$ cat src/rtl/mul_seq_ctrl.sv
// Sequencing stage around the combinational 32x32 multiplier: registers operands,
// holds them for WAIT_CYCLES while the adder chain settles, then captures LO/overflow.
module mul_seq_ctrl #(
  parameter int WAIT_CYCLES = 4
) (
  input  logic        clk,
  input  logic        rst,
  input  logic        start,
  input  logic [31:0] op_a,
  input  logic [31:0] op_b,
  input  logic        flush,
  input  logic        lo_we,
  input  logic [31:0] lo_wdata,
  output logic [31:0] mul_a,
  output logic [31:0] mul_b,
  input  logic [31:0] mul_res,
  input  logic        mul_of,
  output logic [31:0] lo,
  output logic        of,
  output logic        busy,
  output logic        stall,
  output logic        done
);

  typedef enum logic {
    IDLE = 1'b0,
    BUSY = 1'b1
  } state_t;

  // WAIT_CYCLES is expected in 1..15 so the reload fits the 4-bit counter.
  localparam logic [3:0] CNT_INIT = 4'(WAIT_CYCLES - 1);

  state_t      state_reg;
  logic [3:0]  cnt_reg;
  logic [31:0] mul_a_reg;
  logic [31:0] mul_b_reg;
  logic [31:0] lo_reg;
  logic        of_reg;
  logic        done_reg;

  always_ff @(posedge clk) begin
    if (rst) begin
      state_reg <= IDLE;
      cnt_reg   <= 4'd0;
      mul_a_reg <= 32'd0;
      mul_b_reg <= 32'd0;
      lo_reg    <= 32'd0;
      of_reg    <= 1'b0;
      done_reg  <= 1'b0;
    end else begin
      done_reg <= 1'b0;
      case (state_reg)
        IDLE: begin
          // MTLO lands first; a multiply accepted alongside overwrites it at completion.
          if (lo_we) begin
            lo_reg <= lo_wdata;
          end
          if (start && !flush) begin
            mul_a_reg <= op_a;
            mul_b_reg <= op_b;
            cnt_reg   <= CNT_INIT;
            state_reg <= BUSY;
          end
        end
        BUSY: begin
          if (flush) begin
            state_reg <= IDLE;
          end else if (cnt_reg != 4'd0) begin
            cnt_reg <= cnt_reg - 4'd1;
          end else begin
            lo_reg    <= mul_res;
            of_reg    <= mul_of;
            done_reg  <= 1'b1;
            state_reg <= IDLE;
          end
        end
        default: state_reg <= IDLE;
      endcase
    end
  end

  // Stall is a pure decode of the registered state so issue logic sees no path from start.
  assign busy  = (state_reg == BUSY);
  assign stall = busy;
  assign done  = done_reg;
  assign lo    = lo_reg;
  assign of    = of_reg;
  assign mul_a = mul_a_reg;
  assign mul_b = mul_b_reg;

endmodule

$ cat config.mk
export PLATFORM = sky130hd
export DESIGN_NAME = mul_seq_ctrl
export DESIGN_NICKNAME = d
export VERILOG_FILES = /design/src/rtl/mul_seq_ctrl.sv
export SDC_FILE = /design/constraint.sdc
export NUM_CORES = 1
export LEC_CHECK = 0
export CORE_ASPECT_RATIO = 0.7
export CORE_UTILIZATION = 35
export CTS_CLUSTER_SIZE = 30
export DETAILED_ROUTE_END_ITERATION = 8
export PLACE_DENSITY = 0.83
export SETUP_SLACK_MARGIN = 0.15
export SYNTH_ARGS = -nofsm -noshare
export SYNTH_HDL_FRONTEND = slang
export SYNTH_SLANG_ARGS = --single-unit
export TNS_END_PERCENT = 1
$ cat constraint.sdc
create_clock -name clk -period 1.4 [get_ports clk]
set_input_delay 0.14 -clock clk [delete_from_list [all_inputs] [get_ports clk]]
set_output_delay 0.14 -clock clk [all_outputs]
set_load 0.05 [all_outputs]
==> out/results.txt <==
Initial antenna violation count = 0
Fin crit share = 1.08
Fmax = 662 MHz
DRT Pass-1 Iters = 5
WL per Instance = 14.2 microns
Inserted Clock Buffers = 9
DR vias/cell = 4.98
Clock Tree Buf Depth = 2
Worst skew pair latency = 0.33 ns
Min cycle time layout = 1.51 ns
Share of cells above drive strength 1 = 0.198
Post-Syn Instances = 537
Slew margin rel. = 0.735
PortBufs = 233
R2r setup slk = -0.11 ns
Final Hold Viols = 0
First-pass GRT wire length = 20.3 mm
Root Driver = clkbuf_16
Cell Area, Synth = 4330 sq um
Synth warn = 0
Die Y-Extent = 95.1 microns
Post-synthesis sequential area ratio = 0.476
Dpl cells = 898
H-tree level count = 3
Tot Pwr = 0.00788 W
Hold path depth = 2
Post-route design area = 7020 sq um
PwrDens = 1120 nW/um^2
Post-CTS setup buffer count = 0
Largest net degree at the start of global routing = 65
Critical path class = register to register
Detail Route Antenna Nets = 0
Via count = 4553
Routability cong. = 0.779
Final setup vio count = 40
Clk slew on worst S/H paths = 0.07 ns
Ranking of synthesized cells by area = dfxtp_1 (48%), nand2_1 (17%), a21oi_1 (7.7%)
Register bit count reported by yosys = 103
Fin Clk Skew = 0.00539 ns
Final WS setup = -0.111 ns
Largest area contributor in the netlist = dfxtp_1
Clock sink count = 103
Drt total wl = 13.0 mm
Max_cap viols = 0
Mean Syn Cell Area = 8.07 sq um
Die Span X = 135 microns
Area after DPL = 6690 sq um
Core area = 11900 sq um
CTS tree = yes
Die area = 12800 sq um
Total global-route track usage = 0.197
Worst EP arrival = 1.71 ns
Leakage = 2.72 nW
R2R cell count = 6
Synth cell types = 29
Top-area cell type share of the netlist area = 0.476
Crit path capture type = register
Post-cts hold buffer count = 0
Layout area overhead = 62.0%
# DRC = 0
Number of global-route vias before repair = 4306
Initial Utilization = 0.364
Ys async rst share = 0
Aggregate global routing overflow = 0
Slew @ Worst Pin = 0.396 ns
Hpwl dp = 9.25 mm
Critical Path Start Type = register
Status = finished, violations left
Initial DRC count = 190
FP Rows = 33
Ys flop type = dfxtp_1
RSZ-0062 raised after global routing = true
Final net count = 888
I/O pins = 234
Layout Cells excl Fill = 914
Failing checks = negative setup slack
Net count after synthesis = 673
Worst-path fanout max = 34
Hold Slack = 0.0943 ns
Post-synth EDFFs = 0
Worst VDD drop = 0.657 mV
Critical path required time = 1.60 ns
Antenna diode count = 0
Final count of pins violating max slew = 0
Worst Hold Class = primary input to register
[area by class of cell]
| type | instances | area (sq um) |
|---|---|---|
| timing repair buffer | 253 | 2400 |
| sequential | 103 | 2070 |
| clock buffer | 10 | 229 |
| inverter | 3 | 11.3 |
| multi-input combinational | 382 | 2020 |
| tap | 157 | 196 |
| fill | 1038 | 4880 |
| clock inverter | 6 | 92.6 |
[final timing paths]
| path | start | endpoint |
|---|---|---|
| setup / recovery | cnt_reg[1] | lo[20] |
| hold / removal | rst | cnt_reg[2] |
| setup reg to reg | cnt_reg[1] | lo[20] |
| hold reg to reg | mul_b[3] | mul_b[3] |
[cell usage in the layout, fill, tap and decap left out, types with 2 or more instances in the layout]
cell type          n
a31oi_1            2
nor2b_1           33
buf_4            107
nand2_1          192
or3_1              2
a311oi_1          32
clkbuf_16          9
clkdlybuf4s50_1  130
buf_12            14
nand3_1            2
o21ai_0            3
a21oi_1           67
dfxtp_1          100
inv_2              2
a211oi_1          32
nor3b_2            2
dfxtp_2            3
bufinv_16          2
[per-layer routing]
metal | wire length (microns) | track usage | up-vias
met5 | 0 | 0 | -
met4 | 203 | 0.0655 | 0
li1 | - | - | 2266
met2 | 6290 | 0.342 | 165
met1 | 5590 | 0.236 | 2104
met3 | 876 | 0.0532 | 18
[cells in the mapped netlist, drive strengths merged, types with 2 or more instances]
master,n
a211oi,32
nand3,2
nor2b,33
a311oi,32
ha,2
o21ai,4
nor3b,2
or4b,2
nand2,192
buf,24
or3,2
dfxtp,103
clkbuf,25
a31oi,2
a21oi,67
inv,3
[logic make-up after synthesis]
| family | Yosys count | synth area share |
|---|---|---|
| AND/OR/NAND/NOR | 240 | 0.243 |
| AO/OA/AOI/OAI | 140 | 0.212 |
| flip-flops | 103 | 0.476 |
| buffers and inverters | 52 | 0.0633 |
| adder cells (fa/ha/maj) | 2 | 0.00578 |
[metrics by stage]
| stage | setup WS (ns) | TNS, ns | utilization |
|---|---|---|---|
| final | -0.111 | -3.04 | 0.590 |
| after CTS | -0.111 | -3.25 | 0.590 |
| after global routing | -0.163 | -7.82 | 0.590 |
| after global placement | -0.280 | -24.99 | 0.563 |
| after floorplan | -0.116 | -3.77 | - |
| after detailed placement | -0.395 | -31.92 | 0.563 |
[worst max-delay path, cell delays in order (launching register included)]
cell      delay, ns
dfxtp_2        0.33
inv_2          0.07
ha_4           0.14
or4b_4         0.47
buf_12         0.19
nand2_1        0.08
a311oi_1       0.09
[where the power goes]
part | internal, W | total, W | switching (W) | leakage, nW
Sequential | 0.00310 | 0.00321 | 0.000109 | 0.846
Combinational | 0.000842 | 0.00197 | 0.00113 | 1.72
Clock | 0.00158 | 0.00270 | 0.00111 | 0.155
[timing repair]
item / CTS / global route
gates resized for setup: 2 / 0
pin swaps: 4 / 1
gates cloned: 0 / 0
endpoints found under the setup margin: 105 / 105
No activity file was read; power rests on OpenSTA's default activity.
